--- src/rtl/output_port_arbiter.sv ---
// Round-robin scheduler for one output direction; winning flit is registered onto out one cycle after grant.
// Backpressure: grants stop while the downstream credit count is zero, and no request is popped during rst.
module output_port_arbiter #(
  parameter int                   M_IN      = 6,
  parameter int                   FLIT_SIZE = 82,
  parameter int                   ROUTE_LEN = 3,
  parameter logic [ROUTE_LEN-1:0] PORT_DIR  = ROUTE_LEN'(1),
  parameter int                   CREDITS   = 5,
  parameter int                   CREDIT_W  = 3
) (
  input  logic                        clk,
  input  logic                        rst,
  input  logic [M_IN*FLIT_SIZE-1:0]   in,
  input  logic [M_IN*ROUTE_LEN-1:0]   route_in,
  input  logic [M_IN-1:0]             in_valid,
  output logic [M_IN-1:0]             in_avail,
  input  logic                        credit_in,
  output logic                        out_valid,
  output logic [FLIT_SIZE-1:0]        out,
  output logic [CREDIT_W-1:0]         credits,
  output logic                        credit_err
);

  localparam int PTR_W = (M_IN > 1) ? $clog2(M_IN) : 1;
  localparam logic [CREDIT_W-1:0] CREDIT_FULL = CREDIT_W'(CREDITS);

  logic [FLIT_SIZE-1:0] flits [M_IN];
  logic [M_IN-1:0]      req;
  logic [PTR_W-1:0]     ptr;
  logic [PTR_W-1:0]     win;
  logic [PTR_W-1:0]     next_ptr;
  logic                 found;
  logic                 grant;
  int                   idx;

  always_comb begin
    for (int i = 0; i < M_IN; i++) begin
      flits[i] = in[i*FLIT_SIZE +: FLIT_SIZE];
      req[i]   = in_valid[i] && (route_in[i*ROUTE_LEN +: ROUTE_LEN] == PORT_DIR);
    end
  end

  // First requester at or after ptr, wrapping modulo M_IN.
  always_comb begin
    win   = '0;
    found = 1'b0;
    idx   = 0;
    for (int k = 0; k < M_IN; k++) begin
      idx = (int'(ptr) + k) % M_IN;
      if (!found && req[idx]) begin
        found = 1'b1;
        win   = PTR_W'(idx);
      end
    end
  end

  assign grant    = found && (credits != '0) && !rst;
  assign next_ptr = (win == PTR_W'(M_IN - 1)) ? '0 : win + PTR_W'(1);

  always_comb begin
    in_avail = '0;
    if (grant) in_avail[win] = 1'b1;
  end

  always_ff @(posedge clk) begin
    if (rst) begin
      out_valid  <= 1'b0;
      out        <= '0;
      credits    <= CREDIT_FULL;
      ptr        <= '0;
      credit_err <= 1'b0;
    end else begin
      out_valid <= grant;
      if (grant) begin
        out <= flits[win];
        ptr <= next_ptr;
      end
      // A grant and a returned credit in the same cycle cancel out.
      if (grant && !credit_in) begin
        credits <= credits - CREDIT_W'(1);
      end else if (credit_in && !grant) begin
        if (credits == CREDIT_FULL) credit_err <= 1'b1;
        else                        credits    <= credits + CREDIT_W'(1);
      end
    end
  end

endmodule

--- config.mk ---
export PLATFORM = sky130hd
export DESIGN_NAME = output_port_arbiter
export DESIGN_NICKNAME = d
export VERILOG_FILES = /design/src/rtl/output_port_arbiter.sv
export SDC_FILE = /design/constraint.sdc
export NUM_CORES = 1
export LEC_CHECK = 0
export ABC_CLOCK_PERIOD_IN_PS = 4800
export CORE_AREA = 2 2 238 240
export CTS_BUF_LIST = sky130_fd_sc_hd__clkbuf_4 sky130_fd_sc_hd__clkbuf_8 sky130_fd_sc_hd__clkbuf_16
export DETAILED_ROUTE_END_ITERATION = 16
export DIE_AREA = 0 0 240 242
export MAX_ROUTING_LAYER = met4
export PLACE_DENSITY = 0.43
export SYNTH_ARGS = -nofsm -noshare
export SYNTH_HDL_FRONTEND = slang
export SYNTH_SLANG_ARGS = --single-unit
--- constraint.sdc ---
create_clock -name clk -period 4.8 [get_ports clk]
set_clock_uncertainty 0.1 [all_clocks]
set_input_delay 0.48 -clock clk [delete_from_list [all_inputs] [get_ports clk]]
set_output_delay 0.48 -clock clk [all_outputs]
set_load 0.05 [all_outputs]
==> flow_summary.yaml <==
outcome:
  outcome: "completed"
critical_path:
  rrSetupSlack_ps: 430
  critPathMaxFanout: 8
  worstSetupPathType: "reg2out"
  r2r-start: "ptr[1]$_SDFFE_PP0N_"
  crit_arrival_ps: 3960
  cp.required_ps: 4220
  startpoint_type: "flop"
  cp-end-kind: "output port"
  reg2reg_depth: 19
  r2r-end: "credits[2]$_SDFFE_PP1P_"
clocking:
  ctsHoldBuffers: 0
  htreeDepth: 3
  clockBufferDepth: 2
  clk_pin_slew_worst_paths_ps: 70
  cts-root-buf: "clkbuf_16"
  cts_inserted_buffers: 9
  cts_tree: "yes"
  clock_latency_ps: 380
  cts_sinks: 90
timing:
  finalCritPeriodShare: 0.9467
  setup_viol_count_final: 0
  tightestPinTransition_ps: 615.0
  fmax_ghz: 0.2201
  rsz0062_at_grt: "no"
  finalHoldViolations: 0
  slew-limit-headroom: 0.5900
  final-max-slew-violation-count: 0
  min_period_ps: 4544
  setup_slack_ps: 255.7
floorplan:
  core_um2: 55730
  start_util: 0.1419
  die_x_um: 240
  rows: 87
  die-area_um2: 58080
  io_pins: 612
  die_h_um: 242
global_routing:
  met1_usage: 0.2005
  grt_first_pass_wirelength_mm: 70.80
  antenna_found_initial: 2
  grtUsageMet3: 0.03373
  grt_pass1_vias: 10780
  use_met2: 0.2926
  overflow: 0
  grt_max_degree: 75
  grt_busiest_layer: "met2"
  grtUsageTotal: 0.1691
place:
  pre_cts_slack_ps: 304.6
  place_congestion: 0.8948
  io_buffers: 611
  dp_hpwl_mm: 39.27
  dpl_cell_area_um2: 15230
yosys:
  synth-edff-count: 0
  postSynth.asyncResetShare: 0
  synth.distinct_cells: 69
  syn_area_um2: 7911
  synth.avg_cell_area_um2: 7.435
  ys_seq_area_frac: 0.2277
  synth_fp_nets: 1596
  syn_inst: 1064
  ys.flop_type: "dfxtp_1"
  ys_seq_elements: 90
  yosys_warnings: 0
finish:
  post-route-util: 0.2806
  fin_area_um2: 15640
  nets: 2173
  drive_above_1_share: 0.07047
  layout.filler_cells: 6118
  final_common_cell: "clkdlybuf4s50_1"
  area_growth_pct: 97.71
  layout_common_cells: "clkdlybuf4s50_1, nand2_1, a21oi_1"
min_path:
  min_to: "out[55]$_SDFFE_PP0N_"
  hold_path.class: "reg2reg"
  min_path_cells: 2
  min-delay-start: "out[55]$_SDFFE_PP0N_"
job:
  maxCapViolations: 0
detailed_routing:
  vias: 10470
  wl_per_cell_um: 20.57
  initialDrtViolationCount: 451
  drc: 0
  postRouteWirelength_mm: 49.45
  firstDrtPassIters: 5
  drt.antenna.violating_nets: 0
  vias_per_cell: 4.354
power_and_ir_drop:
  fin_total_pwr_mw: 13.33
  leakagePower_nw: 6.339
  vdd_drop_max_uv: 693.0
  power_density_nw_per_um2: 852.3
[power breakdown]
part / internal, mW / total [mW] / switching (mW)
clock network: 0.461 / 0.853 / 0.392
logic: 4.81 / 11.4 / 6.57
registers: 0.976 / 1.10 / 0.125
total: 6.25 / 13.3 / 7.08
[metrics by stage]
step | setup TNS [ps] | cells | hold slack (ps)
after global routing | 0 | 2404 | 394.5
after floorplan | -219.7 | 1064 | 482.6
after detailed placement | 0 | 2383 | 359.8
final | 0 | 2404 | 371.3
after global placement | 0 | 2383 | 352.9
after CTS | 0 | 2399 | 377.7
[critical path: stages, from the launching register on]
cell and delay, ps:
dfxtp_2 410, inv_1 120, ha_2 250, a21oi_1 200
inv_1 70, ha_1 270, inv_1 50, a31o_1 200
and3_4 210, or3_4 420, nand3_4 110, nor3_2 80
a211oi_4 280, inv_2 70, or3_4 460, nor3_4 230
buf_12 160
[flip-flops by register name, summed over array words and instances, names as in the netlist]
register and count:
credit_err 1, credits 3, out 82, out_valid 1, ptr 3
[final cells by class]
cell class	instances	area, um2	area share
Antenna cell	2	5.005	0.0003200
Clock buffer	9	225.2	0.01440
Inverter	16	60.06	0.003840
Timing Repair Buffer	666	6793	0.4343
Sequential cell	90	1805	0.1154
Tap cell	756	945.9	0.06047
Multi-Input combinational cell	858	5705	0.3648
Clock inverter	7	101.3	0.006479
[routing by layer]
layer / wire length [um] / part of all wire / vias to the layer above
met3: 2760 / 0.056 / 31
met4: 769 / 0.016 / 0
met2: 25070 / 0.51 / 367
met5: 0 / 0 / -
li1: - / - / 5123
met1: 20860 / 0.42 / 4946
[cells in the mapped netlist, types with 2 or more instances]
cell type  instances  share of area
a211oi_1           4         0.0038
a21oi_1          177           0.11
a2bb2oi_1         85          0.094
clkbuf_1          47          0.022
o2111a_1           2         0.0028
inv_2              2        0.00095
nand2_1          186          0.088
buf_2             42          0.027
ha_1              12          0.019
nor3_2             3         0.0038
or3_1              2         0.0016
o21ai_1           86          0.054
o211ai_1           2         0.0019
or4_1              2         0.0019
mux2_2             2         0.0028
buf_1              8         0.0038
a31oi_1            6         0.0047
o21ai_0            4         0.0025
o31ai_1            2         0.0019
nor3_1            11         0.0070
nand3_1            6         0.0038
and3_1             3         0.0024
nand3b_1           3         0.0028
nand4bb_1          6         0.0085
nor2b_1            4         0.0032
nor4bb_1           2         0.0025
mux2i_1           95           0.12
nand4_1            2         0.0016
buf_6              2         0.0028
inv_1             14         0.0066
or3_4              2         0.0028
nand2b_1           2         0.0016
o22ai_1            6         0.0047
dfxtp_1           90           0.23
and2_1             2         0.0016
nor2_1            22          0.010
o2111ai_1          2         0.0022
o21a_1             2         0.0019
a22o_1            83          0.092
nor4_1             2         0.0016
[kinds of logic after synthesis]
logic type / count (synthesis) / synth area share
compound gates: 479 / 0.4031
xor+xnor: 3 / 0.005220
fa+ha+maj: 13 / 0.02151
buf+inv: 116 / 0.06405
flops: 90 / 0.2277
mux: 98 / 0.1259
simple gates: 265 / 0.1525
[how the worst max path moves through the flow]
stage                   startpoint              endpoint  slack (ps)  cells past startpoint
4_1_cts        ptr[2]$_SDFFE_PP0N_           in_avail[0]           4                     16
5_1_grt        ptr[1]$_SDFFE_PP0N_           in_avail[3]          10                     16
3_5_place_dp   ptr[1]$_SDFFE_PP0N_  out[78]$_SDFFE_PP0N_         300                     17
6_report       ptr[1]$_SDFFE_PP0N_           in_avail[0]         260                     16
3_3_place_gp   ptr[1]$_SDFFE_PP0N_  out[44]$_SDFFE_PP0N_         350                     18
2_1_floorplan  ptr[1]$_SDFFE_PP0N_           in_avail[0]         -70                     17
[timing repair]
item	4_1_cts	5_1_grt
pin swaps	0	2
setup endpoints to repair	4	6
resized for setup	3	12
buffers inserted	0	3
(Power assumes the default switching activity.)
